[src/rtl/ball_mover.sv]
// Ball animation stage: erases, moves and redraws a square ball on the shared VGA plot bus,
// bouncing off the walls and the paddle and flagging a lost ball at the bottom edge.
module ball_mover #(
  parameter int         SCREEN_W        = 160,
  parameter int         SCREEN_H        = 120,
  parameter int         BALL_SIZE       = 2,
  parameter int         FRAMES_PER_STEP = 4,
  parameter int         START_X         = 80,
  parameter int         START_Y         = 100,
  parameter int         PADDLE_Y        = 112,
  parameter int         PADDLE_W        = 16,
  parameter logic [2:0] BALL_COLOUR     = 3'b111,
  parameter logic [2:0] BG_COLOUR       = 3'b000
) (
  input  logic       clk,
  input  logic       resetn,
  input  logic       enable,
  input  logic       frame_tick,
  input  logic [7:0] paddle_x,
  output logic [7:0] x,
  output logic [6:0] y,
  output logic [2:0] colour,
  output logic       plot,
  output logic       busy,
  output logic       ball_lost,
  output logic [7:0] ball_x,
  output logic [6:0] ball_y
);

  typedef enum logic [2:0] {
    S_IDLE, S_INIT_DRAW, S_WAIT, S_ERASE, S_MOVE, S_DRAW, S_LOST
  } state_t;

  localparam logic [7:0] XMAX       = 8'(SCREEN_W - BALL_SIZE);
  localparam logic [6:0] YMAX       = 7'(SCREEN_H - BALL_SIZE);
  localparam logic [6:0] YPAD       = 7'(PADDLE_Y - BALL_SIZE);
  localparam logic [1:0] PIX_LAST   = 2'(BALL_SIZE - 1);
  localparam logic [7:0] FRAME_LAST = 8'(FRAMES_PER_STEP - 1);
  localparam logic [8:0] SIZE9      = 9'(BALL_SIZE);
  localparam logic [8:0] PADW9      = 9'(PADDLE_W);

  state_t     state_q;
  logic [7:0] ball_x_q, ball_x_d;
  logic [6:0] ball_y_q, ball_y_d;
  logic       dx_pos_q, dx_pos_d;
  logic       dy_pos_q, dy_pos_d;
  logic       lost_d;
  logic       overlap;
  logic [1:0] px_q, px_d;
  logic [1:0] py_q, py_d;
  logic       pix_last;
  logic [7:0] frame_cnt_q;
  logic [7:0] x_q;
  logic [6:0] y_q;
  logic [2:0] colour_q;
  logic       plot_q;
  logic       busy_q;
  logic       lost_q;

  assign x         = x_q;
  assign y         = y_q;
  assign colour    = colour_q;
  assign plot      = plot_q;
  assign busy      = busy_q;
  assign ball_lost = lost_q;
  assign ball_x    = ball_x_q;
  assign ball_y    = ball_y_q;

  // Row-major walk over the ball footprint; counters wrap back to (0,0) after the last pixel.
  always_comb begin
    pix_last = (px_q == PIX_LAST) && (py_q == PIX_LAST);
    px_d     = px_q + 2'd1;
    py_d     = py_q;
    if (px_q == PIX_LAST) begin
      px_d = 2'd0;
      py_d = (py_q == PIX_LAST) ? 2'd0 : py_q + 2'd1;
    end
  end

  // Next position; X and Y bounce independently so a corner hit reflects both.
  always_comb begin
    ball_x_d = ball_x_q;
    ball_y_d = ball_y_q;
    dx_pos_d = dx_pos_q;
    dy_pos_d = dy_pos_q;
    lost_d   = 1'b0;
    overlap  = (({1'b0, ball_x_q} + SIZE9) > {1'b0, paddle_x}) &&
               ({1'b0, ball_x_q} < ({1'b0, paddle_x} + PADW9));

    if (!dx_pos_q && ball_x_q == 8'd0) begin
      dx_pos_d = 1'b1;
      ball_x_d = 8'd1;
    end else if (dx_pos_q && ball_x_q == XMAX) begin
      dx_pos_d = 1'b0;
      ball_x_d = ball_x_q - 8'd1;
    end else begin
      ball_x_d = dx_pos_q ? ball_x_q + 8'd1 : ball_x_q - 8'd1;
    end

    if (!dy_pos_q && ball_y_q == 7'd0) begin
      dy_pos_d = 1'b1;
      ball_y_d = 7'd1;
    end else if (dy_pos_q && ball_y_q == YPAD && overlap) begin
      dy_pos_d = 1'b0;
      ball_y_d = ball_y_q - 7'd1;
    end else if (dy_pos_q && ball_y_q == YMAX) begin
      lost_d = 1'b1;
    end else begin
      ball_y_d = dy_pos_q ? ball_y_q + 7'd1 : ball_y_q - 7'd1;
    end
  end

  always_ff @(posedge clk) begin
    if (!resetn) begin
      state_q     <= S_IDLE;
      ball_x_q    <= 8'(START_X);
      ball_y_q    <= 7'(START_Y);
      dx_pos_q    <= 1'b1;
      dy_pos_q    <= 1'b0;
      px_q        <= 2'd0;
      py_q        <= 2'd0;
      frame_cnt_q <= 8'd0;
      x_q         <= 8'd0;
      y_q         <= 7'd0;
      colour_q    <= 3'd0;
      plot_q      <= 1'b0;
      busy_q      <= 1'b0;
      lost_q      <= 1'b0;
    end else begin
      plot_q <= 1'b0;
      busy_q <= 1'b0;
      case (state_q)
        S_IDLE: begin
          if (enable) state_q <= S_INIT_DRAW;
        end
        S_INIT_DRAW, S_ERASE, S_DRAW: begin
          plot_q   <= 1'b1;
          x_q      <= ball_x_q + {6'd0, px_q};
          y_q      <= ball_y_q + {5'd0, py_q};
          colour_q <= (state_q == S_ERASE) ? BG_COLOUR : BALL_COLOUR;
          px_q     <= px_d;
          py_q     <= py_d;
          if (!pix_last) begin
            busy_q <= (state_q != S_INIT_DRAW);
          end else if (state_q == S_ERASE) begin
            state_q <= S_MOVE;
            busy_q  <= 1'b1;
          end else if (state_q == S_DRAW && !enable) begin
            state_q <= S_IDLE;
          end else begin
            state_q <= S_WAIT;
          end
        end
        S_WAIT: begin
          if (!enable) begin
            state_q     <= S_IDLE;
            frame_cnt_q <= 8'd0;
          end else if (frame_tick) begin
            if (frame_cnt_q == FRAME_LAST) begin
              frame_cnt_q <= 8'd0;
              state_q     <= S_ERASE;
              busy_q      <= 1'b1;
            end else begin
              frame_cnt_q <= frame_cnt_q + 8'd1;
            end
          end
        end
        S_MOVE: begin
          ball_x_q <= ball_x_d;
          ball_y_q <= ball_y_d;
          dx_pos_q <= dx_pos_d;
          dy_pos_q <= dy_pos_d;
          if (lost_d) begin
            state_q <= S_LOST;
            lost_q  <= 1'b1;
          end else begin
            state_q <= S_DRAW;
            busy_q  <= 1'b1;
          end
        end
        S_LOST: begin
          lost_q <= 1'b1;
        end
        default: state_q <= S_IDLE;
      endcase
    end
  end

endmodule
[config.mk]
export PLATFORM = sky130hd
export DESIGN_NAME = ball_mover
export DESIGN_NICKNAME = d
export VERILOG_FILES = /design/src/rtl/ball_mover.sv
export SDC_FILE = /design/constraint.sdc
export NUM_CORES = 1
export LEC_CHECK = 0
export ABC_AREA = 1
export CORE_ASPECT_RATIO = 1.1
export CORE_MARGIN = 8
export CORE_UTILIZATION = 55
export CTS_CLUSTER_DIAMETER = 80
export DETAILED_ROUTE_END_ITERATION = 6
export DONT_BUFFER_PORTS = 1
export MAX_ROUTING_LAYER = met4
export PLACE_DENSITY = 0.67
export SYNTH_ARGS = -nofsm -noshare
export SYNTH_HDL_FRONTEND = slang
export SYNTH_SLANG_ARGS = --single-unit
[constraint.sdc]
create_clock -name clk -period 3.1 [get_ports clk]
set_input_delay 0.465 -clock clk [delete_from_list [all_inputs] [get_ports clk]]
set_output_delay 0.465 -clock clk [all_outputs]
set_load 0.02 [all_outputs]
==> qor.csv, run 1 <==
stage,metric,value,unit
setup_path,Crit. End Element,register,
logic_synthesis,synthesized area,0.003597,mm²
global_route,largest net degree at the start of global routing,24,
logic_synthesis,Post-Synth Simple-Gate Area,26.61,%
floorplanning,die width,93.11,µm
cts,CTS tree,yes,
timing,Setup WS post-layout,544.2,ps
cts,clock insertion delay at the later pin of the skew report,310,ps
setup_path,FF-to-FF setup slack,540,ps
timing,setup TNS,0,ps
routing,Iteration-0 DRC Markers,138,
logic_synthesis,"Top FF cell, synth",dfxtp_1,
logic_synthesis,total nets after synthesis,571,
place,PortBufs,0,
cts,clk buf depth,2,
floorplanning,cell row count,31,
setup_path,worst-case reg-to-reg path depth,13,
cts,Worst-path clk slew,100,ps
global_route,initial antenna violation count,0,
power_and_ir_drop,post-layout power,1881,µW
setup_path,Crit Path Class,reg -> reg,
logic_synthesis,Cells after Synth,527,
logic_synthesis,"top cells by count, synth","nand2_1, inv_1, nor2_1",
timing,Final Hold Slack,260.3,ps
global_route,vias in the first global route,3107,
routing,DR vias/cell,5.406,
place,DP Wirelength,6861,µm
routing,total routed wirelength,8802,µm
cells_and_area,Final Core Density,58.30,%
logic_synthesis,"FFs w/ async S/R, synth",0,%
routing,vias,3287,
cells_and_area,final net count,569,
setup_path,Worst Setup Start Kind,register,
routing,WL/cell,14.48,µm
timing,Tcrit/Tclk final,82.44,%
logic_synthesis,Synth Area in Compound Gates,14.99,%
floorplanning,Core Footprint,0.006477,mm²
timing,Slew @ Worst Pin,656.4,ps
setup_path,CP Max Fanout,8,
timing,fmax,391.3,MHz
min_path,min-delay src,resetn,
logic_synthesis,synth warn,0,
logic_synthesis,Post-Synth Adder-Cell Area,11.55,%
floorplanning,Die H,100.8,µm
status,status,completed,
cts,# hold bufs at CTS,0,
routing,DRC,0,
place,Placer Congestion,0.9374,
min_path,WHS Path Cells,1,
setup_path,CP arrival,2770,ps
cells_and_area,Layout Area Growth over Synthesis,4.974,%
timing,RSZ-0062 raised after global routing,no,
routing,router iterations before antenna repair,5,
floorplanning,total die area,0.009387,mm²
cts,CTS Root Cell,clkbuf_8,
logic_synthesis,Mean Syn Cell Area,6.826,µm²
cts,CTS sink cnt,51,
timing,Final setup viols,0,
setup_path,FF-to-FF End,ball_y[2],
cells_and_area,share of post-route cells with drive strength above 1,6.274,%
global_route,GRT Overall Usage,19.75,%
timing,final setup skew,13.45,ps
min_path,worst hold path class,in -> reg,
setup_path,Required @ worst endpoint,3310,ps
global_route,first-pass GRT wire length,14630,µm
logic_synthesis,Synth top area share,28.38,%
logic_synthesis,post-synth top area cell,dfxtp_1,
cells_and_area,n_diodes,0,
logic_synthesis,register area share after synthesis,28.38,%
timing,"Slew Viols, Final",0,
logic_synthesis,main combinational cell family by area after synthesis,simple AND/OR/NAND/NOR gates,
logic_synthesis,Synth cell types,41,
logic_synthesis,Post-synth EDFFs,0,
global_route,GRT Residual Overflow,0,
timing,Final min period,2556,ps
cts,TritonCTS buffer count,5,
logic_synthesis,"flops & latches, synth",51,
power_and_ir_drop,Static Leak,0.001776,µW
logic_synthesis,Post-Synth XOR/XNOR Area,7.061,%
floorplanning,I/O pin count,48,
power_and_ir_drop,PD cells,498.0,mW/mm²
routing,Antenna Nets Post-Route,0,
run,Max Cap Viol,0,
cts,Post-CTS Setup Bufs,0,
timing,number of hold violations in the final report,0,
logic_synthesis,top post-synthesis cells by area,"dfxtp_1, nand2_1, ha_1",
cts,# resized after CTS,0,
logic_synthesis,post-synthesis mux area share,0,%
min_path,Hold Path Sink,ball_y[6],
place,dpl ws,606.9,ps
floorplanning,starting density of the core,55.53,%
setup_path,r2r startpoint,ball_x[2],
timing,Slew HR,56.19,%
power_and_ir_drop,maximum vdd drop,0.0002821,V
cts,CTS H-tree depth,2,
logic_synthesis,most common cell in the netlist,nand2_1,
## layout by cell type (no fill, tap or decap), types with 2 or more instances in the layout
master,count
nand3_1,26
o21ai_0,27
nor2_1,52
nor2_2,3
clkbuf_8,5
dfxtp_1,51
xnor2_1,2
a21oi_1,39
nor4_1,2
inv_2,5
inv_1,83
fa_1,2
a31oi_1,2
buf_4,7
xor2_1,27
a211oi_1,2
nor2_4,2
ha_1,30
o211ai_1,14
clkinv_4,2
nor3_1,15
o221ai_1,2
nand4_1,4
nand2_1,104
nand3b_1,3
## worst max-delay path: stages, from the launching register on
cell      delay, ps
dfxtp_1         530
nand2_2         130
nor3_1          290
nand2_1         110
xor2_1          140
inv_1            70
ha_1            290
inv_1            50
nor2_1          130
nand2_1         100
a21oi_1         180
nand3_1         180
o211ai_1        200
nand2_1          60
## registers in the layout (all words and copies together), names as in the netlist
register and cells:
ball_lost 1, ball_x 8, ball_y 7, busy 1, colour 1, dx_pos_q 1
dy_pos_q 1, frame_cnt_q 8, plot 1, px_q 2, py_q 2, state_q 3
x 8, y 7
## logic make-up (layout without fill, tap and decap cells)
logic type               count (synthesis)  in the layout
AO/OA/AOI/OAI                           92             92
adder cells (fa/ha/maj)                 32             32
buffers and inverters                  105            104
AND/OR/NAND/NOR                        218            218
XOR/XNOR                                29             29
flip-flops                              51             51
## where the power goes
group / total, µW / internal (µW) / leakage [µW] / switching, µW
clock: 417 / 168 / 0.0000502 / 249
sequential: 994 / 768 / 0.000415 / 226
combinational: 470 / 167 / 0.00131 / 303
## per-layer routing
layer | global-route usage (%) | vias up | share of wire [%]
met5 | - | - | 0
met4 | 6.452 | 0 | 1.8
met2 | 35.10 | 71 | 50
met1 | 21.27 | 1510 | 43
li1 | - | 1693 | -
met3 | 4.247 | 13 | 4.9
## how the worst max path moves through the flow
stage | from | endpoint | slack (ps) | cells after the start
6_report | ball_x[2] | ball_y[2] | 540 | 13
2_1_floorplan | ball_x[4] | ball_y[2] | 640 | 14
4_1_cts | ball_x[2] | ball_y[2] | 570 | 13
3_5_place_dp | ball_x[2] | ball_y[2] | 610 | 13
3_3_place_gp | ball_x[2] | ball_y[2] | 710 | 13
5_1_grt | ball_x[2] | ball_y[1] | 220 | 14
## final cells by class
class / instances / area (µm²)
fill: 646 / 2701
sequential: 51 / 1021
multi-input combinational: 371 / 2166
clock buffer: 5 / 68.82
clock inverter: 3 / 28.78
tap: 82 / 102.6
timing repair buffer: 7 / 52.55
inverter: 89 / 336.6
## metrics by stage
stage          std cells  area, µm²
6_report             608       3776
2_1_floorplan        527       3597
5_1_grt              608       3776
3_5_place_dp         600       3679
3_3_place_gp         600       3679
4_1_cts              608       3776
(Power assumes the default switching activity.)
==> run 2, diff against run 1 <==
Settings changed: PLACE_DENSITY 0.67 to 0.7.
Clock period 3.1 ns to 2.3 ns, I/O delays scaled along.
==> run 2 against run 1 <==
  * Critical path type unchanged
  * Power rose by 37%
  * Cell count increased by 3.0%
  * Largest power group unchanged
  * Non-clock buffer count increased by 18
  * Critical endpoint unchanged
  * Wire length is 6.0% higher
  * Sequential share of layout area is 1.5 points lower
  * Count of clock-buffer cells in the layout did not move
  * Critical path depth up 1
  * Setup slack lost 450 ps
  * Clock skew decreased by 3.4 ps
==> qor.csv, run 2 (synthesis results as in run 1) <==
stage,metric,value,unit,change
setup_path,CP arrival,2410,ps,was 2770 ps
power_and_ir_drop,post-layout power,2583,µW,was 1881 µW
global_route,GRT Overall Usage,19.87,%,was 19.75%
cts,clk buf depth,2,,unchanged
global_route,largest net degree at the start of global routing,24,,unchanged
run,Max Cap Viol,0,,unchanged
setup_path,Crit Path Class,reg -> reg,,unchanged
cells_and_area,Fillers,577,,was 646
timing,"Slew Viols, Final",0,,unchanged
power_and_ir_drop,Static Leak,0.001877,µW,was 0.001776 µW
min_path,worst hold path class,in -> reg,,unchanged
global_route,vias in the first global route,3118,,was 3107
floorplanning,Die H,100.8,µm,unchanged
cts,CTS Root Cell,clkbuf_8,,unchanged
cells_and_area,Final Non-Filler Cells,626,,was 608
cts,Worst-path clk slew,100,ps,about the same
status,status,completed,,unchanged
timing,Tcrit/Tclk final,95.90,%,was 82.44%
cells_and_area,n_diodes,0,,unchanged
cells_and_area,multi-input logic area,0.002295,mm²,was 0.002166 mm²
cells_and_area,Layout Area Growth over Synthesis,12.83,%,was 4.974%
global_route,first-pass GRT wire length,14660,µm,was 14630 µm
routing,Iteration-0 DRC Markers,200,,was 138
timing,number of hold violations in the final report,0,,unchanged
power_and_ir_drop,maximum vdd drop,0.0004008,V,was 0.0002821 V
timing,Setup WS post-layout,94.28,ps,was 544.2 ps
floorplanning,die width,93.11,µm,unchanged
setup_path,Required @ worst endpoint,2500,ps,was 3310 ps
place,DP Area,0.003779,mm²,was 0.003679 mm²
routing,DR vias/cell,5.372,,was 5.406
timing,Slew HR,56.13,%,was 56.19%
setup_path,slowest cell on the critical path,dfxtp_4,,was dfxtp_1
floorplanning,starting density of the core,55.53,%,unchanged
cts,TritonCTS buffer count,5,,unchanged
routing,total routed wirelength,9333,µm,was 8802 µm
setup_path,Worst Setup Start Kind,register,,unchanged
cts,CTS sink cnt,51,,unchanged
setup_path,FF-to-FF setup slack,90,ps,was 540 ps
floorplanning,total die area,0.009387,mm²,unchanged
cells_and_area,final net count,587,,was 569
place,PortBufs,0,,unchanged
setup_path,Crit. End Element,register,,unchanged
setup_path,CP Max Fanout,5,,was 8
routing,DRC,0,,unchanged
cells_and_area,"leading cell type in the layout, fill and taps excluded",nand2_1,,unchanged
setup_path,Buf/Inv on CP,2,,unchanged
setup_path,worst-path cell chain,"inv_2, nor2_4, xor2_1, inv_1, ha_4, nand2_2, nor2_4, nand2_1, nand3_1, nand2_2, a21oi_2, nand3_2, o211ai_1, nand2_1",,"was nand2_2, nor3_1, nand2_1, xor2_1, inv_1, ha_1, inv_1, nor2_1, nand2_1, a21oi_1, nand3_1, o211ai_1, nand2_1"
cts,CTS H-tree depth,2,,unchanged
cells_and_area,share of post-route cells with drive strength above 1,13.97,%,was 6.274%
cells_and_area,Final Cell Area,0.004059,mm²,was 0.003776 mm²
cells_and_area,most frequent cells in the layout,"nand2_1, inv_1, nor2_1",,unchanged
cts,clock insertion delay at the later pin of the skew report,310,ps,about the same
place,dpl ws,-7.719,ps,was 606.9 ps
timing,final setup skew,10.04,ps,was 13.45 ps
timing,RSZ-0062 raised after global routing,yes,,was no
place,Placer Congestion,0.9680,,was 0.9374
cts,CTS tree,yes,,unchanged
cts,# hold bufs at CTS,0,,unchanged
routing,router iterations before antenna repair,5,,unchanged
timing,setup TNS,0,ps,unchanged
timing,Slew @ Worst Pin,657.4,ps,was 656.4 ps
floorplanning,Core Footprint,0.006477,mm²,unchanged
global_route,initial antenna violation count,0,,unchanged
setup_path,"Largest delay share family, worst path",simple AND/OR/NAND/NOR gates,,unchanged
global_route,GRT Residual Overflow,0,,unchanged
cells_and_area,FF/Latch Area,0.001036,mm²,was 0.001021 mm²
routing,Antenna Nets Post-Route,0,,unchanged
setup_path,Max stage delay on crit path,400,ps,was 530 ps
timing,Final min period,2206,ps,was 2556 ps
place,DP Wirelength,6962,µm,was 6861 µm
timing,Final setup viols,0,,unchanged
routing,vias,3363,,was 3287
timing,fmax,453.4,MHz,was 391.3 MHz
floorplanning,I/O pin count,48,,unchanged
power_and_ir_drop,PD cells,636.3,mW/mm²,was 498.0 mW/mm²
floorplanning,cell row count,31,,unchanged
place,placed cell count,612,,was 600
routing,WL/cell,14.91,µm,was 14.48 µm
-- run 2: report_power, final --
part	leakage (µW)	internal (µW)	total, µW	switching, µW
Combinational	0.00141	245	686	441
Clock	0.0000502	227	570	343
Sequential	0.000417	1030	1330	297
-- run 2: what timing repair did --
item                       4_1_cts  5_1_grt
gates cloned                     0        0
pin swaps                        0       12
setup endpoints to repair        2        4
setup buffers                    0        6
resized for setup                2       28
-- run 2: path summary, 6_finish.rpt --
check        startpoint   endpoint  cells after the start
max reg2reg   ball_x[1]  ball_y[2]                     14
min              resetn  ball_x[6]                      1
min reg2reg     px_q[0]    px_q[0]                      2
max           ball_x[1]  ball_y[2]                     14
-- run 2: metal layers --
metal	GRT usage (%)	vias to the layer above	share of wire, %
met4	6.576	0	2.0
met5	-	-	0
li1	-	1733	-
met1	22.70	1524	42
met3	3.502	14	5.8
met2	34.23	92	50
-- run 2: final cells by class --
cell class / instances / area share (%)
Clock buffer: 5 / 1.695
Clock inverter: 3 / 0.7090
Inverter: 89 / 8.385
Multi-Input combinational cell: 371 / 56.54
Sequential cell: 51 / 25.52
Tap cell: 82 / 2.528
Timing Repair Buffer: 25 / 4.624
-- run 2: stage by stage --
step,util [%],hold slack [ps]
after floorplan,-,459.7
after global placement,58.33,447.4
after detailed placement,58.33,452.9
after CTS,59.98,123.3
after global routing,62.66,118.2
final,62.66,131.7
